## src/rtl/cos_seq_pkg.sv

```systemverilog
// Shared constants and types for the cosine sweep sequencer.
package cos_seq_pkg;

  localparam logic [31:0] COS_CTRL_ADDR = 32'h0000_0020;
  localparam logic [31:0] COS_DATA_ADDR = 32'h0000_0024;
  localparam logic [31:0] COS_STAT_ADDR = 32'h0000_0028;
  localparam int          COS_START_BIT = 7;

  typedef enum logic [1:0] {
    ERR_NONE    = 2'd0,
    ERR_SLVERR  = 2'd1,
    ERR_RANGE   = 2'd2,
    ERR_TIMEOUT = 2'd3
  } err_code_e;

  typedef enum logic [2:0] {
    S_IDLE    = 3'd0,
    S_CHECK   = 3'd1,
    S_WR_CTRL = 3'd2,
    S_POLL    = 3'd3,
    S_RD_DATA = 3'd4,
    S_NEXT    = 3'd5,
    S_DONE    = 3'd6,
    S_ERR     = 3'd7
  } seq_state_e;

endpackage

```

## src/rtl/apb_xfer_engine.sv

```systemverilog
// Single APB transfer: SETUP, ACCESS until PREADY, then back to idle (PSEL low).
module apb_xfer_engine #(
  parameter int ADDR_W = 32,
  parameter int DATA_W = 32
) (
  input  logic              i_clk,
  input  logic              i_rst,
  input  logic              i_req,
  input  logic              i_write,
  input  logic [ADDR_W-1:0] i_addr,
  input  logic [DATA_W-1:0] i_wdata,
  output logic              o_ack,
  output logic [DATA_W-1:0] o_rdata,
  output logic              o_slverr,
  output logic              o_psel,
  output logic              o_penable,
  output logic              o_pwrite,
  output logic [ADDR_W-1:0] o_paddr,
  output logic [DATA_W-1:0] o_pwdata,
  input  logic [DATA_W-1:0] i_prdata,
  input  logic              i_pready,
  input  logic              i_pslverr
);

  localparam logic [1:0] E_IDLE   = 2'd0;
  localparam logic [1:0] E_SETUP  = 2'd1;
  localparam logic [1:0] E_ACCESS = 2'd2;

  logic [1:0]        r_state;
  logic              r_write;
  logic [ADDR_W-1:0] r_addr;
  logic [DATA_W-1:0] r_wdata;

  // Requests are only taken in E_IDLE, which guarantees the PSEL-low gap cycle.
  always_ff @(posedge i_clk or posedge i_rst) begin
    if (i_rst) begin
      r_state <= E_IDLE;
      r_write <= 1'b0;
      r_addr  <= '0;
      r_wdata <= '0;
    end else begin
      case (r_state)
        E_IDLE: if (i_req) begin
          r_write <= i_write;
          r_addr  <= i_addr;
          r_wdata <= i_wdata;
          r_state <= E_SETUP;
        end
        E_SETUP:  r_state <= E_ACCESS;
        E_ACCESS: if (i_pready) r_state <= E_IDLE;
        default:  r_state <= E_IDLE;
      endcase
    end
  end

  assign o_psel    = (r_state == E_SETUP) || (r_state == E_ACCESS);
  assign o_penable = (r_state == E_ACCESS);
  assign o_pwrite  = r_write;
  assign o_paddr   = r_addr;
  assign o_pwdata  = r_wdata;
  assign o_ack     = (r_state == E_ACCESS) && i_pready;
  assign o_rdata   = i_prdata;
  assign o_slverr  = i_pslverr;

endmodule

```

## src/rtl/cos_sweep_sequencer.sv

```systemverilog
// Sweeps the apb_slave cosine engine over an index range into an 8-entry buffer.
// Optional sticky interrupt (irq/irq_clr) enabled with `define COS_SEQ_IRQ_EN.
module cos_sweep_sequencer
  import cos_seq_pkg::*;
#(
  parameter int POLL_MAX = 16,
  parameter int ADDR_W   = 32,
  parameter int DATA_W   = 32
) (
  input  logic              PCLK,
  input  logic              PRESET,
  input  logic              start,
  input  logic [2:0]        first_idx,
  input  logic [2:0]        last_idx,
  output logic              busy,
  output logic              done,
  output logic [1:0]        err_code,
  input  logic [2:0]        res_idx,
  output logic [DATA_W-1:0] res_data,
  output logic [7:0]        res_valid,
`ifdef COS_SEQ_IRQ_EN
  output logic              irq,
  input  logic              irq_clr,
`endif
  output logic              PSEL,
  output logic              PENABLE,
  output logic              PWRITE,
  output logic [ADDR_W-1:0] PADDR,
  output logic [DATA_W-1:0] PWDATA,
  input  logic [DATA_W-1:0] PRDATA,
  input  logic              PREADY,
  input  logic              PSLVERR
);

  localparam int CNT_W = $clog2(POLL_MAX + 1);

  seq_state_e        r_state;
  err_code_e         r_err;
  logic [2:0]        r_first;
  logic [2:0]        r_last;
  logic [2:0]        r_idx;
  logic [CNT_W-1:0]  r_poll_cnt;
  logic [7:0]        r_valid;
  logic [DATA_W-1:0] r_buf [8];

  logic              w_xfer;
  logic              w_write;
  logic [ADDR_W-1:0] w_addr;
  logic [DATA_W-1:0] w_wdata;
  logic              w_ack;
  logic              w_slverr;
  logic [DATA_W-1:0] w_rdata;
  logic              w_to_err;
  logic              w_to_done;
  err_code_e         w_err_next;

  apb_xfer_engine #(.ADDR_W(ADDR_W), .DATA_W(DATA_W)) u_xfer (
    .i_clk     (PCLK),
    .i_rst     (PRESET),
    .i_req     (w_xfer),
    .i_write   (w_write),
    .i_addr    (w_addr),
    .i_wdata   (w_wdata),
    .o_ack     (w_ack),
    .o_rdata   (w_rdata),
    .o_slverr  (w_slverr),
    .o_psel    (PSEL),
    .o_penable (PENABLE),
    .o_pwrite  (PWRITE),
    .o_paddr   (PADDR),
    .o_pwdata  (PWDATA),
    .i_prdata  (PRDATA),
    .i_pready  (PREADY),
    .i_pslverr (PSLVERR)
  );

  always_comb begin
    w_xfer     = (r_state == S_WR_CTRL) || (r_state == S_POLL) || (r_state == S_RD_DATA);
    w_write    = (r_state == S_WR_CTRL);
    w_addr     = ADDR_W'(COS_DATA_ADDR);
    if (r_state == S_WR_CTRL) w_addr = ADDR_W'(COS_CTRL_ADDR);
    if (r_state == S_POLL)    w_addr = ADDR_W'(COS_STAT_ADDR);
    w_wdata                = '0;
    w_wdata[COS_START_BIT] = 1'b1;
    w_wdata[2:0]           = r_idx;
    // Error priority: range check, then bus error, then poll timeout.
    w_to_err   = 1'b0;
    w_err_next = ERR_NONE;
    if (r_state == S_CHECK && r_first > r_last) begin
      w_to_err   = 1'b1;
      w_err_next = ERR_RANGE;
    end else if (w_xfer && w_ack && w_slverr) begin
      w_to_err   = 1'b1;
      w_err_next = ERR_SLVERR;
    end else if (r_state == S_POLL && w_ack && !w_rdata[0] &&
                 r_poll_cnt == CNT_W'(POLL_MAX - 1)) begin
      w_to_err   = 1'b1;
      w_err_next = ERR_TIMEOUT;
    end
    w_to_done = (r_state == S_NEXT) && (r_idx == r_last);
  end

  always_ff @(posedge PCLK or posedge PRESET) begin
    if (PRESET) begin
      r_state    <= S_IDLE;
      r_err      <= ERR_NONE;
      r_first    <= '0;
      r_last     <= '0;
      r_idx      <= '0;
      r_poll_cnt <= '0;
      r_valid    <= '0;
    end else if (w_to_err) begin
      r_state <= S_ERR;
      r_err   <= w_err_next;
    end else begin
      case (r_state)
        S_IDLE, S_DONE, S_ERR: if (start) begin
          r_first <= first_idx;
          r_last  <= last_idx;
          r_err   <= ERR_NONE;
          r_valid <= '0;
          r_state <= S_CHECK;
        end
        S_CHECK: begin
          r_idx   <= r_first;
          r_state <= S_WR_CTRL;
        end
        S_WR_CTRL: if (w_ack) begin
          r_poll_cnt <= '0;
          r_state    <= S_POLL;
        end
        S_POLL: if (w_ack) begin
          if (w_rdata[0]) r_state <= S_RD_DATA;
          else            r_poll_cnt <= r_poll_cnt + CNT_W'(1);
        end
        S_RD_DATA: if (w_ack) begin
          r_valid[r_idx] <= 1'b1;
          r_state        <= S_NEXT;
        end
        S_NEXT: begin
          if (w_to_done) r_state <= S_DONE;
          else begin
            r_idx   <= r_idx + 3'd1;
            r_state <= S_WR_CTRL;
          end
        end
        default: r_state <= S_IDLE;
      endcase
    end
  end

  // Result storage carries no reset; res_valid qualifies every entry.
  always_ff @(posedge PCLK) begin
    if (r_state == S_RD_DATA && w_ack && !w_slverr) r_buf[r_idx] <= w_rdata;
  end

`ifdef COS_SEQ_IRQ_EN
  logic r_irq;

  always_ff @(posedge PCLK or posedge PRESET) begin
    if (PRESET)                    r_irq <= 1'b0;
    else if (w_to_err || w_to_done) r_irq <= 1'b1;
    else if (irq_clr)              r_irq <= 1'b0;
  end

  assign irq = r_irq;
`endif

  assign busy      = (r_state == S_CHECK) || w_xfer || (r_state == S_NEXT);
  assign done      = (r_state == S_DONE);
  assign err_code  = r_err;
  assign res_valid = r_valid;
  assign res_data  = r_valid[res_idx] ? r_buf[res_idx] : '0;

endmodule

```

## config.mk

```make
export PLATFORM = sky130hd
export DESIGN_NAME = cos_sweep_sequencer
export DESIGN_NICKNAME = d
export VERILOG_FILES = /design/src/rtl/cos_seq_pkg.sv /design/src/rtl/apb_xfer_engine.sv /design/src/rtl/cos_sweep_sequencer.sv
export SDC_FILE = /design/constraint.sdc
export NUM_CORES = 1
export LEC_CHECK = 0
export CAP_MARGIN = 20
export CORE_MARGIN = 2
export CORE_UTILIZATION = 44
export CTS_BUF_LIST = sky130_fd_sc_hd__clkbuf_4
export CTS_CLUSTER_DIAMETER = 40
export DETAILED_ROUTE_END_ITERATION = 8
export PLACE_DENSITY = 0.66
export SLEW_MARGIN = 20
export SYNTH_ARGS = -nofsm -noshare
export SYNTH_HDL_FRONTEND = slang
export SYNTH_SLANG_ARGS = --single-unit
export TNS_END_PERCENT = 20
```

## constraint.sdc

```tcl
create_clock -name PCLK -period 9.2 [get_ports PCLK]
set_input_delay 1.84 -clock PCLK [delete_from_list [all_inputs] [get_ports PCLK]]
set_output_delay 1.84 -clock PCLK [all_outputs]
set_load 0.01 [all_outputs]
```

# Yosys cells after proc, flatten, opt, wreduce, memory -nomap -nowiden

Memories as Yosys holds them, arrays and structs flattened.
Index checks and enable logic that the tools add are counted.
W data, S select, Z words.

Flip-flop bits (word level): 66
RAM bits: 256
Input bits: 46
Output and inout port bits: 111
Logic and storage cells: 116
Memories: 1

$add $sub $neg: 2
Magnitude comparators: 4
Equal/unequal tests: 24
Muxes and demuxes: 38
Bitwise operators: 2
Reductions and logical operators: 34

Memories:

| name  | depth | width | read ports | clocked after Yosys merged registers in | wr ports | RTL line                  | RTL |
|---|---|---|---|---|---|---|---|
| r_buf | 8     | 32    | 1          | 0                                       | 1        | cos_sweep_sequencer.sv:44 | `logic [DATA_W-1:0] r_buf [8];` |

Operator list:

| operator              | number |
|---|---|
| $mux W32              | 2 |
| $mux W3               | 9 |
| $pmux W3 S6           | 1 |
| $mux W2               | 8 |
| $mux W8               | 2 |
| $pmux W8 S2           | 1 |
| $mux W5               | 3 |
| $ne A3 B3 Y1 const B  | 5 |
| $ne A2 B2 Y1 const B  | 7 |
| $eq A3 B3 Y1 const B  | 4 |
| $logic_and A1 B1 Y1   | 11 |
| $pmux W5 S2           | 1 |
| $reduce_and A5 Y1     | 2 |
| $reduce_bool A2 Y1    | 5 |
| $lt A3 B4 Y1 const B  | 2 |
| $or A8 B8 Y8          | 1 |
| $mux W1               | 7 |
| $eq A3 B2 Y1 const B  | 2 |
| $pmux W2 S3           | 1 |
| $pmux W3 S2           | 1 |
| $reduce_and A2 Y1     | 3 |
| $reduce_and A3 Y1     | 2 |
| $add A5 B1 Y5 const B | 1 |
| $eq A5 B4 Y1 const B  | 1 |
| 17 further kinds      | 22 |

# Logic depth before layout (Yosys ltp)

Depth after elaboration: 10
Gate-level depth with buffers: 9
Depth with buffers taken out: 8

# Cells and area by module

Synthesis repeated with hierarchy kept, for this count alone.

Cells, all modules: 782
Area total of the unflattened synthesis: 14352.5 µm²

Modules (own cells, without submodules):

| module              | times used | cells an instance | area each (µm²) | seq. area each (µm²) |
|---|---|---|---|---|
| cos_sweep_sequencer | 1          | 596               | 11328.4         | 8363.0 |
| apb_xfer_engine     | 1          | 186               | 3024.2          | 1676.6 |

# Least setup slack after synthesis

Ideal clock, no wire load.

Path type: input to register
Start point: input PREADY
End point: memory r_buf[0][0] (enable)
Setup time: 0.501 ns
Arrival time: 5.824 ns
Required time: 8.699 ns
Slack: 2.874 ns
Cell stages on the path: 5
Buffers on the path: 1
Cell sequence: o2111a_1 > a211o_1 > or2_1 > buf_6 > nor4_1

Word-level cells in the longest chain between the ends: 5

Ends and longest elaborated chain:

| item                             | RTL line                   | RTL |
|---|---|---|
| from (decl)                      | cos_sweep_sequencer.sv:31  | `input logic PREADY,` |
| $logic_and A1 B1 Y1              | apb_xfer_engine.sv:61      | `assign o_ack = (r_state == E_ACCESS) && i_pready;` |
| $logic_and A1 B1 Y1 (2 in a row) | cos_sweep_sequencer.sv:154 | `if (r_state == S_RD_DATA && w_ack && !w_slverr) r_buf[r_idx] <= w_rdata;` |
| $mux W1                          | cos_sweep_sequencer.sv:154 |  |
| $mux W1 (implied by the code)    | cos_sweep_sequencer.sv:154 |  |
| to (decl)                        | cos_sweep_sequencer.sv:44  |  |

Every way passes these cells.

# Worst setup path after layout

Start point: input res_idx[0]
End point: output res_data[7]

Word-level cells in the longest chain between the ends: 3
Elaborated cells between the ends (all ways): 4
Classes of those cells: 3 x mux; 1 x memory

Ends and longest elaborated chain:

| item                          | RTL line                   | RTL |
|---|---|---|
| from (decl)                   | cos_sweep_sequencer.sv:18  | `input logic [2:0] res_idx,` |
| $bmux W1 S3                   | cos_sweep_sequencer.sv:173 | `assign res_data = r_valid[res_idx] ? r_buf[res_idx] : '0;` |
| $mux W1 (implied by the code) | cos_sweep_sequencer.sv:173 |  |
| $mux W32 *                    | cos_sweep_sequencer.sv:173 |  |
| to (decl)                     | cos_sweep_sequencer.sv:19  | `output logic [DATA_W-1:0] res_data,` |

Every way passes the cells marked *; elsewhere a longest branch is shown, timed or not. The select of a mux whose other input is x is not followed.

==> summary.md <==
| Metric | Value |
|---|---|
| Longest Clk Path Bufs | `3` |
| Cell internal pwr | `2440 uW` |
| Sw Ratio | `28.2%` |
| Drc violations | `0` |
| Post-Route Setup TNS | `0 ns` |
| Postcts setup bufs | `0` |
| Vias after detailed routing | `6397` |
| Commonest cells in the netlist | `edfxtp_1 (256), mux4_2 (66), buf_4 (58)` |
| Sink Count | `292` |
| Leakage | `just over 0.005 uW` |
| Minimum clock period after layout | `about 6.3 ns` |
| Initial DRC count | `483` |
| Worst-skew pair later-pin latency | `about 0.70 ns` |
| Crit start category | `input port` |
| Psw | `approximately 960 uW` |
| FP Rows | `60` |
| CP peak stage delay | `0.61 ns` |
| Total track usage | `17.3%` |
| Final Skew | `0.0550 ns` |
| Final ANT Viol Nets | `0` |
| Cell taking the most area after synthesis | `edfxtp_1` |
| Drt total wl | `about 24000 um` |
| Core Region | `0.0270 sq mm` |
| Buffers on Ports | `99` |
| Max reg flops | `256` |
| Routed len/inst | `19.8 um` |
| Global-route wire length before repair | `37400 um` |
| Worst min-delay path class | `reg2reg` |
| Worst Path Max Fanout | `37` |
| Clock Power Share | `roughly 32%` |
| Via-to-Cell Ratio | `5.18` |
| Final core occ | `53.1%` |
| Sequential Power Share | `48.2%` |
| Fin crit share | `68.0%` |
| Vias in the first global route | `roughly 6800` |
| DIE HEIGHT | `170 um` |
| EDFF count, synth | `~260` |
| Peak supply drop | `0.182 mV` |
| Cell with the most instances after synthesis | `edfxtp_1` |
| Largest net degree at the start of global routing | `67` |
| Final setup viols | `0` |
| Die area | `0.0288 sq mm` |
| Synthesized area | `0.0121 sq mm` |
| CP max stage cell | `buf_4` |
| Ys flop type | `edfxtp_1` |
| DP HPWL | `13700 um` |
| RSZ-0062 raised after global routing | `false` |
| Cell variety after synth | `50` |
| Final Instance Count excl. Fillers | `1236` |
| Final nets | `896` |
| Dominant cells by area after synthesis | `edfxtp_1 (64%), mux4_2 (12%), dfrtp_1 (7.4%), buf_4 (3.6%), mux2i_1 (2.8%)` |
| Most flops, register | `r_buf` |
| H-Tree Depth | `3` |
| Status | `finished, final reports clean` |
| Hold slack | `just under 0.5 ns` |
| Initial antenna violation count | `1` |
| Final Max Slew Viols | `0` |
| CTS root buf | `clkbuf_4` |
| Max-Cap Viols | `0` |
| WS Path Type | `in2out` |
| Routability congestion estimate | `0.775` |
| Fill cell total of the finished layout | `2162` |
| Num CTS Buffers | `~80` |
| I/O pins | `157` |
| # placed instances | `1102` |
| Clk pin slew, worst setup/hold paths | `0.06 ns` |
| Register area share after synthesis | `71.0%` |
| P per Cell Area | `around 240 mW/mm^2` |
| Grt ovf | `0` |
| Fmax | `around 0.16 GHz` |
| Synth Register Bits | `about 290` |
| Synth warn | `0` |
| Share of layout cells above drive strength 1 | `about a quarter` |
| Worst-margin pin slew | `1.04 ns` |
| Relative slew slack | `around 31%` |
| Ys async rst share | `between 10% and 20%` |
| P&R area growth vs syn | `18.3%` |
| Final Hold Viols | `0` |
| Die X | `around 170 um` |
| CTS tree | `built` |
| Worst-path cell chain | `buf_4 -> buf_4 -> mux4_2 -> mux2i_1 -> nor2_1 -> clkdlybuf4s50_1` |
| Combinational fraction of design power | `between 10% and 20%` |
| Worst setup EP type | `output pin` |
| Synthesized instance count | `a little under 700` |
| WP data arrival | `4.41 ns` |
| Synth Area per Inst | `17.8 sq um` |
| DR pass1 iterations | `5` |
| Post-CTS Hold Buffers | `0` |
| Initial Util | `about 45%` |
| Post-CTS Resized | `0` |
| CP Data Required Time | `7.36 ns` |
| Cell mode on critical path | `buf_4` |
| Synth top area share | `63.5%` |
## per-layer routing
metal  vias to the layer above  share of wire [%]  global-route usage [%]  routed length, um
met3                        43                6.2                    5.30               1510
met5                         -                  0                       0                  0
li1                       2916                  -                       -                  -
met2                       200                 50                    28.9              12300
met1                      3238                 42                    21.7              10200
met4                         0                1.8                    6.21                433
## worst max-delay path: cells and delay by family
kind	cells	cell delay, ns
buffers and inverters	3	1.68
multiplexers	2	0.79
AND/OR/NAND/NOR	1	0.06
## layout make-up
class                           count  area [sq um]  share of cell area, %
Sequential cell                   292          8590                   60.0
Multi-Input combinational cell    343          3180                   22.2
Timing Repair Buffer              115          1100                   7.69
Clock buffer                      112           841                   5.88
Tap cell                          341           427                   2.98
Clock inverter                     21           130                  0.909
Inverter                           11          41.3                  0.289
Antenna cell                        1          2.50                 0.0175
## per-stage QoR
step	setup WS (ns)	total power (uW)	cell area [sq um]
floorplan	2.87	2070	12300
global placement	2.85	2310	13300
detailed placement	2.86	2330	13300
CTS	2.85	3450	14300
global route	2.64	3600	14300
finish	2.95	3400	14300
## worst paths after layout
path / start / to / slack [ns] / cells past startpoint
worst max-delay path: res_idx[0] / res_data[7] / 2.95 / 6
worst min-delay path: r_poll_cnt[3]$_DFFE_PP0P_ / r_poll_cnt[3]$_DFFE_PP0P_ / 0.48 / 1
max in group asynchronous: PRESET / r_poll_cnt[0]$_DFFE_PP0P_ / 7.28 / 3
worst max register to register: r_poll_cnt[0]$_DFFE_PP0P_ / r_buf[4][31]$_DFFE_PP_ / 5.82 / 9
worst min register to register: r_poll_cnt[3]$_DFFE_PP0P_ / r_poll_cnt[3]$_DFFE_PP0P_ / 0.48 / 1
min in group asynchronous: PRESET / r_first[0]$_DFFE_PP0P_ / 1.58 / 3
## cell usage in the layout, fill, tap and decap left out, types with 8 or more instances in the layout
cell type and n:
nor2_1 43, conb_1 57, clkinv_1 13, mux4_2 66, nand2_1 33, clkdlybuf4s50_1 96
o21ai_0 19, buf_4 18, o31ai_1 8, ha_1 9, inv_1 11, edfxtp_1 256
dfrtp_1 36, clkbuf_4 112, mux2i_1 33
## cells by family after synthesis
| kind of cell | Yosys count | synth area share (%) |
|---|---|---|
| simple gates | 116 | 4.39 |
| fa+ha+maj | 9 | 0.931 |
| buf+inv | 99 | 5.03 |
| other cells | 1 | 0.0310 |
| flops | 292 | 71.0 |
| mux | 101 | 15.2 |
| xor+xnor | 3 | 0.217 |
| compound gates | 57 | 3.24 |
## power groups by stage
| stage | sequential (uW) | combinational, uW | clock (uW) |
|---|---|---|---|
| floorplan | 1640 | 427 | 0 |
| global placement | 1660 | 653 | 0 |
| detailed placement | 1660 | 668 | 0 |
| CTS | 1640 | 674 | 1140 |
| global route | 1650 | 733 | 1210 |
| finish | 1640 | 665 | 1100 |
No activity file was read; power rests on OpenSTA's default activity.
==> RTL change (same settings) <==
Encoding of `seq_state_e`: now one-hot (8 bits for 8 states).
--- a/src/rtl/cos_seq_pkg.sv
+++ b/src/rtl/cos_seq_pkg.sv
@@ -15,11 +15,11 @@
 
-  typedef enum logic [2:0] {
-    S_IDLE    = 3'd0,
-    S_CHECK   = 3'd1,
-    S_WR_CTRL = 3'd2,
-    S_POLL    = 3'd3,
-    S_RD_DATA = 3'd4,
-    S_NEXT    = 3'd5,
-    S_DONE    = 3'd6,
-    S_ERR     = 3'd7
+  typedef enum logic [7:0] {
+    S_IDLE    = 8'b00000001,
+    S_CHECK   = 8'b00000010,
+    S_WR_CTRL = 8'b00000100,
+    S_POLL    = 8'b00001000,
+    S_RD_DATA = 8'b00010000,
+    S_NEXT    = 8'b00100000,
+    S_DONE    = 8'b01000000,
+    S_ERR     = 8'b10000000
   } seq_state_e;
Behaviour: same outputs for any inputs over 10 cycles, from zero or initial values and one cycle with PRESET high; not proved beyond that.
==> RTL change against the original RTL <==
  * Synthesized area rose by 2.3%
  * Fmax fell by 1.2%
  * Register-to-register slack improved by 0.14 ns
  * Wire length rose by 3.7%
  * Power fell by 6.0%
  * Sequential cell count rose by 5
  * Worst setup slack got worse by 0.074 ns
  * Via count rose by 1.7%
  * Combinational power fell by 30%
  * Critical path depth did not move
  * First-iteration DRC count rose by 13%
  * Cell area rose by 2.5%
  * Global-route usage rose by 0.48 points
==> RTL change: results (changes against the original RTL) <==
INFO  metric min_path_type = flop to flop
INFO  metric cts_inserted_buffers = 80 (+2.6%)
INFO  metric avgViaCountPerCell = 5.09 (-1.7%)
INFO  metric worst-setup-path-type = input pin to output port
INFO  metric max_flop_register = r_buf
INFO  metric ir_worst_vdd = 0.127 mV (-30%)
INFO  metric synth.yosys.seq_area_share = 0.704 (-0.00572)
INFO  metric detailedRoute.firstIterationViolations = 546 (+13%)
INFO  metric status = completed
INFO  metric netlist-cell-type-count = 55 (+10%)
INFO  metric wire_length_of_the_first_global_routing_pass = 39.2 mm (+4.8%)
INFO  metric track_usage = 0.178 (+0.00483)
INFO  metric synth_edf_count = 256 (unchanged)
INFO  metric cts-root-to-sink-buffers = 3 (unchanged)
INFO  metric drive_above_1_share = 0.264 (+0.0172)
INFO  metric fillCellCount = 2269 (+4.9%)
INFO  metric post-cts-setup-buffer-count = 0 (unchanged)
INFO  metric worstReg2RegStart = r_state[1]
INFO  metric htreeDepth = 3 (unchanged)
INFO  metric relSlewSlack = 0.323 (+0.0170)
INFO  metric synth.top_cells.by_count = edfxtp_1 (256), mux4_2 (66), buf_4 (58)
INFO  metric largest_register_ffs = 256 (unchanged)
INFO  metric cts.clk_slew.worst_paths = 0.05 ns
INFO  metric first_global_vias = 7093 (+4.6%)
INFO  metric nNetsFinal = 903 (+0.78%)
INFO  metric critical_path_at = 4.49 ns (+0.08 ns)
INFO  metric power_leakage = 5.24 nW (+3.4%)
INFO  metric cts-root-buf = clkbuf_4
INFO  metric worst_path_largest_cell_delay = 0.68 ns (+0.07 ns)
INFO  metric wire_per_inst = 19.8 um (+0.23%)
INFO  metric crit_path_max_fanout = 34 (-8.1%)
INFO  metric final.setup_skew = 0.0258 ns (-0.0292 ns)
INFO  metric netlist_top_cells_area = edfxtp_1 (62%), mux4_2 (12%), dfrtp_1 (8.1%)
INFO  metric dp.final_hpwl = 14.3 mm (+3.9%)
INFO  metric grt_start_max_net_pins = 67 (unchanged)
INFO  metric ys.flop_type = edfxtp_1
INFO  metric place_congestion = 0.792 (+2.2%)
INFO  metric timing.critical_path.slowest_stage_cell = buf_4
INFO  metric async_reset_ff_frac = 0.138 (+0.0148)
INFO  metric timing.hold.worst.start = u_xfer.o_pwdata[2]
INFO  metric critPathLaunch = res_idx[0]
INFO  metric clock_latency_on_the_worst_skew_pair = 0.67 ns (-0.03 ns)
## RTL change: changes by cell type in the layout (fill, tap and decap cells not counted), moves of 5 or more
cell,change
nand2b_1,+6
nand2_1,-22
inv_1,+5
o21a_1,+7
mux2_2,+10
o21ai_0,-9
## RTL change: kinds of logic after synthesis
logic type / count (synthesis) / share of synthesized area
buf+inv: 103 / 0.0501
other cells: 1 / 0.000303
simple gates: 108 / 0.0453
xor+xnor: 5 / 0.00354
mux: 114 / 0.160
flops: 297 / 0.704
compound gates: 48 / 0.0274
fa+ha+maj: 9 / 0.00910
## RTL change: final timing paths
| check | end | slack, ns | cells after the start |
|---|---|---|---|
| worst max register to register | r_buf[0][18] | 5.96 | 5 |
| max in group asynchronous | r_state[3] | 7.20 | 3 |
| worst min-delay path | u_xfer.o_pwdata[2] | 0.50 | 2 |
| worst min register to register | u_xfer.o_pwdata[2] | 0.50 | 2 |
| worst max-delay path | res_data[0] | 2.87 | 6 |
| min in group asynchronous | res_valid[6] | 1.60 | 3 |
## RTL change: layout make-up
type	instances	area share
Antenna cell	1	0.000171
Clock buffer	115	0.0589
Clock inverter	19	0.0109
Inverter	16	0.00410
Multi-Input combinational cell	341	0.226
Sequential cell	297	0.594
Tap cell	378	0.0323
Timing Repair Buffer	112	0.0736
## RTL change: layer usage
layer / part of all wire / track usage / up-vias
met4: 0.017 / 0.0726 / 0
li1: - / - / 2959
met3: 0.059 / 0.0423 / 30
met1: 0.43 / 0.234 / 3317
met2: 0.50 / 0.288 / 200
met5: 0 / 0 / -
## RTL change: stage by stage
| stage | setup WS, ns | instances | hold WS [ns] | cell area, um2 |
|---|---|---|---|---|
| final | 2.87 | 1279 | 0.495 | 14700 |
| after global placement | 2.78 | 1144 | 0.481 | 13600 |
| after global routing | 2.61 | 1279 | 0.528 | 14700 |
| after floorplan | 3.15 | 741 | 0.472 | 12600 |
| after detailed placement | 2.78 | 1144 | 0.480 | 13600 |
| after CTS | 2.78 | 1278 | 0.503 | 14700 |
## RTL change: worst min-delay path: cells and delay by family, from the launching register on
family | cells | cell delay [ns]
flip-flops | 1 | 0.34
AND/OR/NAND/NOR | 1 | 0.05
AO/OA/AOI/OAI | 1 | 0.07
## RTL change: report_power, final
part / switching, W / internal (W) / leakage (nW) / total [W]
clock: 0.000511 / 0.000655 / 0.610 / 0.00117
combinational: 0.000241 / 0.000222 / 1.80 / 0.000463
sequential: 0.0000538 / 0.00151 / 2.83 / 0.00157
